### src/rtl/pwm_cfg_arbiter.sv
// pwm_cfg_arbiter
// Round-robin write arbiter in front of the PWM configuration bank. Requesters
// write shadow registers; the shadows are copied to the active outputs only at
// a PWM period boundary so the PWM never sees a half-updated configuration.
// With IMMEDIATE set, accepted writes go straight to the active outputs.
// The five active outputs map to registers 0..4, so NUM_REGS must be >= 5.
module pwm_cfg_arbiter #(
    parameter int NUM_REGS  = 5,
    parameter int ADDR_W    = 7,
    parameter int DATA_W    = 8,
    parameter bit IMMEDIATE = 1'b0
) (
    input  logic              clk,
    input  logic              rst,
    input  logic              a_valid,
    input  logic [ADDR_W-1:0] a_addr,
    input  logic [DATA_W-1:0] a_data,
    output logic              a_ready,
    input  logic              b_valid,
    input  logic [ADDR_W-1:0] b_addr,
    input  logic [DATA_W-1:0] b_data,
    output logic              b_ready,
    input  logic              period_end,
    output logic [DATA_W-1:0] en_reg_out_7_0,
    output logic [DATA_W-1:0] en_reg_out_15_8,
    output logic [DATA_W-1:0] en_reg_pwm_7_0,
    output logic [DATA_W-1:0] en_reg_pwm_15_8,
    output logic [DATA_W-1:0] pwm_duty_cycle,
    output logic              cfg_pending,
    output logic              err_addr
);

    typedef enum logic [1:0] {
        IDLE   = 2'd0,
        WRITE  = 2'd1,
        COMMIT = 2'd2
    } state_t;

    // Only the full ADDR_W-bit address is compared, so e.g. 0x45 never aliases reg 5.
    localparam logic [ADDR_W-1:0] ADDR_LIMIT = ADDR_W'(NUM_REGS);

    state_t              state;
    state_t              state_nxt;
    logic                last_grant_b;
    logic [ADDR_W-1:0]   cap_addr;
    logic [DATA_W-1:0]   cap_data;
    logic [DATA_W-1:0]   shadow [NUM_REGS];
    logic [DATA_W-1:0]   active [NUM_REGS];
    logic [NUM_REGS-1:0] dirty;
    logic [NUM_REGS-1:0] wr_sel;
    logic                commit_req;
    logic                commit_pri;
    logic                grant_a;
    logic                grant_b;
    logic                addr_ok;

    assign addr_ok = (cap_addr < ADDR_LIMIT);

    // Next state and arbitration: a due commit beats any request; ties go to
    // the port that did not win last time.
    always_comb begin
        state_nxt  = state;
        grant_a    = 1'b0;
        grant_b    = 1'b0;
        commit_pri = (commit_req || period_end) && (dirty != '0);
        case (state)
            IDLE: begin
                if (commit_pri) begin
                    state_nxt = COMMIT;
                end else if (a_valid && (!b_valid || last_grant_b)) begin
                    grant_a   = 1'b1;
                    state_nxt = WRITE;
                end else if (b_valid) begin
                    grant_b   = 1'b1;
                    state_nxt = WRITE;
                end
            end
            WRITE:   state_nxt = IDLE;
            COMMIT:  state_nxt = IDLE;
            default: state_nxt = IDLE;
        endcase
    end

    // Per-register write strobe for the captured address during WRITE.
    always_comb begin
        wr_sel = '0;
        for (int i = 0; i < NUM_REGS; i++) begin
            wr_sel[i] = (state == WRITE) && addr_ok && (cap_addr == ADDR_W'(i));
        end
    end

    assign a_ready  = grant_a && !rst;
    assign b_ready  = grant_b && !rst;
    assign err_addr = (state == WRITE) && !addr_ok;

    // State register, round-robin history and captured request.
    always_ff @(posedge clk or posedge rst) begin
        if (rst) begin
            state        <= IDLE;
            last_grant_b <= 1'b1;
            cap_addr     <= '0;
            cap_data     <= '0;
        end else begin
            state <= state_nxt;
            if (grant_a) begin
                last_grant_b <= 1'b0;
                cap_addr     <= a_addr;
                cap_data     <= a_data;
            end else if (grant_b) begin
                last_grant_b <= 1'b1;
                cap_addr     <= b_addr;
                cap_data     <= b_data;
            end
        end
    end

    // A period boundary seen mid-write is remembered and serviced on the next
    // IDLE cycle; any IDLE cycle consumes it, pulses collapse into one.
    always_ff @(posedge clk or posedge rst) begin
        if (rst) begin
            commit_req <= 1'b0;
        end else if ((state == WRITE) && period_end && !IMMEDIATE) begin
            commit_req <= 1'b1;
        end else if (state == IDLE) begin
            commit_req <= 1'b0;
        end
    end

    // Shadow/active bank: writes fill shadows and mark them dirty, COMMIT
    // copies every dirty shadow to its active register.
    always_ff @(posedge clk or posedge rst) begin
        if (rst) begin
            for (int i = 0; i < NUM_REGS; i++) begin
                shadow[i] <= '0;
                active[i] <= '0;
            end
            dirty <= '0;
        end else begin
            for (int i = 0; i < NUM_REGS; i++) begin
                if (wr_sel[i]) begin
                    shadow[i] <= cap_data;
                    if (IMMEDIATE) begin
                        active[i] <= cap_data;
                    end else begin
                        dirty[i] <= 1'b1;
                    end
                end else if ((state == COMMIT) && dirty[i]) begin
                    active[i] <= shadow[i];
                    dirty[i]  <= 1'b0;
                end
            end
        end
    end

    assign en_reg_out_7_0  = active[0];
    assign en_reg_out_15_8 = active[1];
    assign en_reg_pwm_7_0  = active[2];
    assign en_reg_pwm_15_8 = active[3];
    assign pwm_duty_cycle  = active[4];
    assign cfg_pending     = |dirty;

endmodule

### config.mk
export PLATFORM = sky130hd
export DESIGN_NAME = pwm_cfg_arbiter
export DESIGN_NICKNAME = d
export VERILOG_FILES = /design/src/rtl/pwm_cfg_arbiter.sv
export SDC_FILE = /design/constraint.sdc
export NUM_CORES = 1
export LEC_CHECK = 0
export BUFFER_PORTS_ARGS = -buffer_cell sky130_fd_sc_hd__buf_4
export CAP_MARGIN = 15
export CELL_PAD_IN_SITES_DETAIL_PLACEMENT = 2
export CELL_PAD_IN_SITES_GLOBAL_PLACEMENT = 2
export CORE_MARGIN = 5
export CORE_UTILIZATION = 38
export DETAILED_ROUTE_END_ITERATION = 8
export PLACE_DENSITY_LB_ADDON = 0.1
export SYNTH_ARGS = -nofsm -noshare
export SYNTH_HDL_FRONTEND = slang
export SYNTH_SLANG_ARGS = --single-unit
### constraint.sdc
create_clock -name clk -period 3.3 [get_ports clk]
set_input_delay 0.33 -clock clk [delete_from_list [all_inputs] [get_ports clk]]
set_output_delay 0.33 -clock clk [all_outputs]
set_load 0.05 [all_outputs]
==> impl_metrics.toml, run 1 <==
[outcome]
outcome = "finished, final reports clean"

[sta]
maximum_operating_frequency_ghz = 0.379
final-max-slew-violation-count = 0
finalCritPeriodShare = 0.800
grt_setup_unrepaired = "false"
setup_viol = 0
setup_tns_ps = 0
hold_violations = 0
max_slew_margin = 0.499
final.setup_skew_ps = 12.0
final.min_clock_period_ps = 2640
timing_worst_slew_pin_value_ps = 749

[clocking]
worstSkewPairLatency_ps = 380
ctsRootBufferMaster = "clkbuf_8"
clkSinkCount = 104
cts-root-to-sink-buffers = 2
clkTransAtPathRegs_ps = 90
numCtsBuffers = 9
ctsHoldBuffers = 0
cts_htree_levels = 3
post_cts_buffers = 0
cts_tree = "yes"
post_cts_resized = 0

[logic_synthesis]
syn_inst = 272
synth_seq_cells = 104
mappedNetlistArea_sq_mm = 0.00416
number_of_nets_produced_by_synthesis = 307
ys_warn_count = 0
synth-seq-area-share = 0.626
synth.lib_cells_used.distinct = 36
postSynthAreaPerCell_sq_um = 15.3

[setup_path]
worst_ep_arrival_time_ps = 2310
crit_path_max_fanout = 18
r2r_start = "cap_addr[6]"
timing.critical_path.required_ps = 2970
r2r.worst_path.cells = 4
worst_setup_start_kind = "register"
crit_path_start = "dirty[0]"
criticalPathCategory = "register to output port"
timing.critical_path.to_type = "output port"

[route]
vias_per_cell = 5.15
drt_iter0_markers = 82
route.final.wire_length_mm = 9.99
drtAntennaViolNets = 0
remaining_drc_errors = 0
drt_pass1_iterations = 4
route.detailed.wl_per_inst_microns = 19.9
vias = 2582

[cells_and_area]
multi_input_comb_area_sq_mm = 0.00148
n_antenna_cell = 0
final-seq-area_sq_mm = 0.00260
post-route-util = 0.474
drive_gt1_frac = 0.515
final_cell_area_sq_mm = 0.00512
area.growth.synth_to_final_pct = 23.1
design.final.nets = 391
final.fill_count = 1059

[pwr]
clock_power_share = 0.192
power.share.switching = 0.399
switching_power_mw = 1.79
power.density_mw_per_mm2 = 877
internal_power_mw = 2.70
vdd.ir_drop.worst_mv = 0.324
comb_power_share = 0.350
power.static_leakage_nw = 2.59
sequentialPowerShare = 0.459

[grt]
grt_start_max_net_pins = 62
globalRouteOverflowTotal = 0
number_of_global_route_vias_before_repair = 2907
antenna_found_initial = 0
globalRouteTotalUtil = 0.166
global_route_wire_length_before_repair_mm = 16.4

[die]
floorplan.io_pins = 79
initial_utilization = 0.385
die_h_microns = 115
design.die.area_sq_mm = 0.0131
fp-row-count = 38
design.core.area_sq_mm = 0.0108
width_of_the_die_microns = 115

[job]
drv_cap = 0

[placed_design]
port_buffers = 78
gp_routability_congestion = 0.718
detailed_placer_s_ending_hpwl_mm = 6.86
placedInstanceArea_sq_mm = 0.00490

[min_path]
hp-class = "primary input to async pin"
[placed cells by master (no fill, tap or decap), types with 2 or more instances in the layout]
cell type,count
nor3_1,2
a21oi_1,2
mux2_2,72
buf_4,80
a22oi_1,15
dfrtp_1,103
nor2_1,5
nand2_1,13
nor3b_1,2
inv_1,4
clkbuf_8,12
or3_1,2
mux2_4,8
nand2_2,2
o2bb2ai_1,15
[synth_stat cells, drive strengths merged]
master / number / share of area
a21boi: 1 / 0.0018
a21o: 1 / 0.0018
a21oi: 2 / 0.0024
a22oi: 15 / 0.027
a2bb2oi: 1 / 0.0021
a31oi: 1 / 0.0015
and2: 1 / 0.0015
and3: 1 / 0.0015
and3b: 1 / 0.0021
and4: 1 / 0.0027
buf: 4 / 0.0093
clkbuf: 4 / 0.0036
dfrtp: 103 / 0.62
dfstp: 1 / 0.0063
inv: 5 / 0.0045
mux2: 80 / 0.22
nand2: 15 / 0.015
nand2b: 1 / 0.0015
nand3: 2 / 0.0036
nand4: 2 / 0.0066
nor2: 5 / 0.0045
nor3: 2 / 0.0024
nor3b: 2 / 0.0036
nor4: 1 / 0.0051
o211ai: 1 / 0.0030
o21ai: 1 / 0.0012
o2bb2ai: 15 / 0.032
o32ai: 1 / 0.0066
or3: 2 / 0.0030
[state kept, by name (all words and copies together), names as in the netlist]
signal,cells
state,2
commit_req,1
last_grant_b,1
cap_addr,7
en_reg_pwm_7_0,8
shadow,40
en_reg_pwm_15_8,8
dirty,5
cap_data,8
en_reg_out_7_0,8
pwm_duty_cycle,8
en_reg_out_15_8,8
[cell type report]
| type | instances | area share |
|---|---|---|
| flip-flops and latches | 104 | 0.509 |
| clock buffers | 13 | 0.0330 |
| clock inverters | 3 | 0.00905 |
| repair buffers | 81 | 0.121 |
| multi-input cells | 155 | 0.289 |
| well taps | 140 | 0.0342 |
| inverters | 5 | 0.00416 |
[layer usage]
| metal | routed length [microns] | share of wire | up-vias | track usage |
|---|---|---|---|---|
| li1 | - | - | 1159 | - |
| met2 | 4910 | 0.49 | 55 | 0.269 |
| met4 | 183 | 0.018 | 0 | 0.0689 |
| met3 | 436 | 0.044 | 13 | 0.0338 |
| met1 | 4460 | 0.45 | 1355 | 0.217 |
| met5 | 0 | 0 | - | 0 |
[power by group through the flow]
stage | Clock, mW | Combinational (mW) | Sequential [mW]
final | 0.860 | 1.57 | 2.06
after global routing | 0.947 | 1.69 | 2.12
after CTS | 0.887 | 1.60 | 2.07
after detailed placement | 0 | 1.59 | 2.09
after global placement | 0 | 1.54 | 2.07
after floorplan | 0 | 0.852 | 2.25
[critical path, cell delays in order, from the launching register on]
cell and delay, ps:
dfrtp_1 410, or3_1 440, o32ai_4 310, nand2_2 290
nor3b_1 260, buf_4 230
[metrics by stage]
stage,worst slack (ps),std cells,power (mW),hold WS [ps]
final,661,501,4.49,36.6
after CTS,619,501,4.56,48.0
after global routing,481,501,4.75,72.6
after floorplan,239,272,3.11,440
after detailed placement,1050,485,3.68,463
after global placement,1100,485,3.61,454
[logic make-up after synthesis]
group                  after synthesis  synth area share
DFF                                104             0.626
buffers and inverters               13            0.0175
and+or+nand+nor                     36            0.0530
AOI/OAI and AO/OA                   39            0.0792
muxes                               80             0.224
[worst paths after layout]
path | to | slack [ps]
min in group clk | last_grant_b | 210
max reg2reg | shadow[14] | 1280
min reg2reg | en_reg_pwm_7_0[5] | 510
max | a_ready | 660
max in group asynchronous | shadow[15] | 2540
min | cap_data[2] | 40
No activity file was read; power rests on OpenSTA's default activity.
==> run 2, diff against run 1 <==
Settings changed: ABC_AREA set to 1, CORE_UTILIZATION 38 to 30.
Clock period 3.3 ns to 2.1 ns, I/O delays scaled along.
==> impl_metrics.toml, run 2 <==
[pwr]
clock_power_share = 0.227
comb_power_share = 0.342
internal_power_mw = 4.10
power.density_mw_per_mm2 = 1270
sequentialPowerShare = 0.431
vdd.ir_drop.worst_mv = 0.513
switching_power_mw = 2.89
power.static_leakage_nw = 2.93
power.share.switching = 0.414

[setup_path]
criticalPathCategory = "register to output port"
r2r_start = "cap_addr[6]"
timing.critical_path.to_type = "output port"
critical_path.reg2reg.endpoint = "shadow[17]"
crit_path_max_fanout = 5
worst_setup_start_kind = "register"
r2r.worst_path.cells = 6
setup.reg_to_reg.worst_slack_ps = 410
worst_ep_arrival_time_ps = 1700
timing.critical_path.required_ps = 1890

[min_path]
hp-class = "primary input to async pin"

[logic_synthesis]
synth_simple_gate_area_frac = 0.307
synth_seq_cells = 104
synth_most_common_cell = "nand2_1"
synth_compound_area_frac = 0.0276
synth-xor-area-share = 0
number_of_nets_produced_by_synthesis = 501
synth_top_family_by_area = "simple AND/OR/NAND/NOR gates"
mappedNetlistArea_sq_mm = 0.00431
ys_warn_count = 0
synth.lib_cells_used.distinct = 25
synthArstFlopShare = 1.00
netlist_top_cells_area = "dfrtp_1, nand2_1, nand4_1"
muxShareOfSynthArea = 0.0209
syn_inst = 466
synth-seq-area-share = 0.604
number_of_synthesized_flops_with_an_enable_pin = 0
synth_top_cell_by_area = "dfrtp_1"
synthAdderAreaFrac = 0
postSynthAreaPerCell_sq_um = 9.26
synth.top_cells.by_count = "nand2_1, dfrtp_1, nand4_1"
synth_top_flop_cell = "dfrtp_1"
synth.top_cell.area_share = 0.597

[grt]
number_of_global_route_vias_before_repair = 3926
antenna_found_initial = 0
global_route_wire_length_before_repair_mm = 20.6
globalRouteTotalUtil = 0.157
globalRouteOverflowTotal = 0
grt_start_max_net_pins = 51

[die]
die_h_microns = 130
floorplan.io_pins = 79
width_of_the_die_microns = 130
design.die.area_sq_mm = 0.0169
design.core.area_sq_mm = 0.0140
fp-row-count = 43
initial_utilization = 0.308

[cells_and_area]
design.final.nets = 592
largest_reg_flops = 40
largest-register = "shadow"
final_cell_area_sq_mm = 0.00549
layout_commonest_cell = "nand2_1"
post-route-util = 0.392
area.growth.synth_to_final_pct = 27.2
n_antenna_cell = 0
final.fill_count = 1578
final-seq-area_sq_mm = 0.00260
drive_gt1_frac = 0.253
layout.cells.most_common_list = "nand2_1, dfrtp_1, buf_4"
multi_input_comb_area_sq_mm = 0.00156

[sta]
max_slew_margin = 0.475
final.setup_skew_ps = 8.59
timing_worst_slew_pin_value_ps = 786
setup_viol = 0
grt_setup_unrepaired = "false"
finalCritPeriodShare = 0.907
final.min_clock_period_ps = 1910
setup_tns_ps = 0
maximum_operating_frequency_ghz = 0.525
final-max-slew-violation-count = 0
hold_violations = 0

[job]
drv_cap = 0

[route]
drt_iter0_markers = 145
drtAntennaViolNets = 0
drt_pass1_iterations = 4
vias = 3531
vias_per_cell = 4.76
route.final.wire_length_mm = 12.5
remaining_drc_errors = 0
route.detailed.wl_per_inst_microns = 16.8

[clocking]
cts_tree = "yes"
numCtsBuffers = 9
ctsRootBufferMaster = "clkbuf_16"
worstSkewPairLatency_ps = 350
cts_htree_levels = 3
clkSinkCount = 104
clkTransAtPathRegs_ps = 70
cts-root-to-sink-buffers = 2
ctsHoldBuffers = 0

[placed_design]
placedInstanceArea_sq_mm = 0.00516
gp_routability_congestion = 0.782
detailed_placer_s_ending_hpwl_mm = 8.96
port_buffers = 78

[outcome]
outcome = "finished, final reports clean"
## run 2: metal layers
layer / part of all wire / up-vias / global-route usage / wire [microns]
met2: 0.48 / 60 / 0.259 / 6010
met1: 0.47 / 1754 / 0.208 / 5830
li1: - / 1712 / - / -
met4: 0.0059 / 0 / 0.0348 / 74
met3: 0.045 / 5 / 0.0422 / 556
met5: 0 / - / 0 / 0
## run 2: how the worst max path moves through the flow
stage                  from       to  slack (ps)  depth (start not counted)
6_report           dirty[3]  a_ready         190                          6
5_1_grt            dirty[3]  a_ready          50                          6
4_1_cts            state[0]  b_ready          60                          6
3_5_place_dp   last_grant_b  b_ready         330                          6
3_3_place_gp   last_grant_b  b_ready         370                          6
2_1_floorplan      dirty[0]  a_ready          40                          6
## run 2: power groups by stage
stage          sequential [mW]  combinational [mW]  clock [mW]
6_report                  3.01                2.39        1.59
5_1_grt                   3.08                2.66        1.72
4_1_cts                   3.02                2.40        1.65
3_5_place_dp              3.06                2.38           0
3_3_place_gp              3.03                2.30           0
2_1_floorplan             3.13                1.44           0
## run 2: what timing repair did
item | in CTS | in global routing
pin swaps | 0 | 2
setup endpoints to repair | 2 | 1
cloned | 0 | 0
setup buffers | 0 | 6
resized for setup | 1 | 0
## run 2: through the flow
step	hold slack (ps)	power, mW	instances	setup WS [ps]
after global routing	71.2	7.46	742	46.4
after global placement	432	5.32	720	371
after CTS	40.7	7.07	736	61.0
final	20.3	6.99	742	195
after floorplan	371	4.57	466	39.7
after detailed placement	441	5.44	720	330
## run 2: cells by family after synthesis
logic type / after synthesis
simple gates: 295
flops: 104
buf+inv: 39
compound gates: 20
mux: 8
## run 2: final cells by class
| type | instances | area share |
|---|---|---|
| inverters | 26 | 0.0185 |
| clock inverters | 4 | 0.00547 |
| multi-input cells | 323 | 0.284 |
| clock buffers | 12 | 0.0449 |
| flip-flops and latches | 104 | 0.475 |
| well taps | 180 | 0.0410 |
| repair buffers | 93 | 0.132 |
## run 2: critical path, cell delays in order (launching register included)
cell and delay [ps]:
dfrtp_1 400, nor2_1 130, nand3_1 130, nand2_1 220, nand3_1 160, nor2_4 100
buf_4 200
==> run 3, diff against run 2 <==
Settings changed: CORE_UTILIZATION 30 to 34.
Clock period 2.1 ns to 2 ns, I/O delays scaled along.
==> impl_metrics.toml, run 3 (synthesis gave the netlist of run 2 again) <==
[pwr]
comb_power_share = 0.350
power_mw = 7.48
clock_power_share = 0.227
vdd.ir_drop.worst_mv = 0.509
switching_power_mw = 3.05
power.static_leakage_nw = 2.97
power.density_mw_per_mm2 = 1360
power.share.switching = 0.408
internal_power_mw = 4.43
sequentialPowerShare = 0.423

[die]
die_h_microns = 123
fp-row-count = 41
design.die.area_sq_mm = 0.0150
width_of_the_die_microns = 123
floorplan.io_pins = 79
initial_utilization = 0.345
design.core.area_sq_mm = 0.0125

[clocking]
cts_htree_levels = 3
cts_tree = "yes"
cts-root-to-sink-buffers = 2
clkTransAtPathRegs_ps = 70
worstSkewPairLatency_ps = 340
clkSinkCount = 104
ctsHoldBuffers = 0
ctsRootBufferMaster = "clkbuf_16"
numCtsBuffers = 9

[cells_and_area]
n_antenna_cell = 0
largest_reg_flops = 40
drive_gt1_frac = 0.263
final_cell_area_sq_mm = 0.00551
largest-register = "shadow"
area.growth.synth_to_final_pct = 27.7
layout.cells.most_common_list = "nand2_1, dfrtp_1, buf_4"
layout_commonest_cell = "nand2_1"
design.final.nets = 597

[setup_path]
worst_setup_start_kind = "register"
setup.reg_to_reg.worst_slack_ps = 380
timing.critical_path.required_ps = 1800
timing.critical_path.to_type = "output port"
critical_path.reg2reg.endpoint = "shadow[7]"
r2r.worst_path.cells = 6
worst_ep_arrival_time_ps = 1650
critical_path_endpoint = "a_ready"
criticalPathCategory = "register to output port"
crit_path_start = "dirty[0]"
r2r_start = "state[1]"
crit_path_max_fanout = 5

[grt]
globalRouteOverflowTotal = 0
number_of_global_route_vias_before_repair = 4056
global_route_wire_length_before_repair_mm = 20.9
globalRouteTotalUtil = 0.179
grt_start_max_net_pins = 105
antenna_found_initial = 0

[placed_design]
detailed_placer_s_ending_hpwl_mm = 8.71
gp_routability_congestion = 0.728
placedInstanceArea_sq_mm = 0.00516
port_buffers = 78

[route]
remaining_drc_errors = 0
route.final.wire_length_mm = 12.4
drt_pass1_iterations = 4
route.detailed.wl_per_inst_microns = 16.8
vias = 3619
drt_iter0_markers = 127
vias_per_cell = 4.90
drtAntennaViolNets = 0

[sta]
timing_worst_slew_pin_value_ps = 592
max_slew_margin = 0.604
setup_tns_ps = 0
finalCritPeriodShare = 0.926
setup_viol = 0
grt_setup_unrepaired = "false"
final.setup_skew_ps = 8.19
final-max-slew-violation-count = 0
hold_violations = 0
final.min_clock_period_ps = 1850
maximum_operating_frequency_ghz = 0.540

[min_path]
hp-class = "primary input to async pin"

[job]
drv_cap = 0

[outcome]
outcome = "finished, final reports clean"
==> run 3: changes by cell type in the layout (fill, tap and decap cells not counted), sizes merged <==
cell / previous run / this run
buf: 93 / 98
clkbuf: 12 / 13
clkinvlp: 2 / 1
==> run 3: worst min-delay path by stage <==
stage	startpoint	endpoint	cells past startpoint
3_5_place_dp	rst	cap_data[5]	3
4_1_cts	rst	cap_data[5]	3
3_3_place_gp	rst	cap_data[5]	3
2_1_floorplan	period_end	commit_req	2
5_1_grt	rst	cap_data[2]	3
6_report	rst	cap_data[2]	3
==> run 3: final cells by class <==
cell class	count	area, sq um
multi-input cells	323	1560
fillers	1421	7010
inverters	26	101
repair buffers	98	748
well taps	172	215
flip-flops and latches	104	2600
clock buffers	13	270
clock inverters	3	15.0
==> run 3: power by group through the flow <==
stage,clock (mW),sequential [mW],combinational [mW]
global placement,0,3.18,2.43
global route,1.87,3.24,2.90
CTS,1.76,3.17,2.56
detailed placement,0,3.20,2.54
floorplan,0,3.29,1.52
finish,1.70,3.16,2.62
==> run 3: routing by layer <==
layer  vias to the layer above  track usage  wire [microns]
li1                       1724            -               -
met4                         0       0.0497             143
met5                         -            0               0
met1                      1824        0.239            5810
met2                        60        0.295            6050
met3                        11       0.0373             419
==> run 3: through the flow <==
step / hold WS (ps) / cells / worst slack (ps) / util
finish: 48.4 / 739 / 148 / 0.440
global placement: 441 / 716 / 411 / 0.413
CTS: 76.0 / 732 / 18.2 / 0.436
floorplan: 361 / 466 / 49.7 / -
detailed placement: 453 / 716 / 379 / 0.413
global route: 81.1 / 739 / 15.4 / 0.440
==> run 3: worst max-delay path: stages, from the launching register on <==
cell and delay [ps]:
dfrtp_1 400, nor2_1 150, nand3_2 100, nand2_1 200
nand3_1 150, nor2_4 100, buf_4 190
==> run 3: timing repair <==
| action | in CTS | in global routing |
|---|---|---|
| endpoints found under the setup margin | 1 | 2 |
| buffers inserted | 0 | 7 |
| resized for setup | 1 | 0 |
| pin swaps | 1 | 2 |
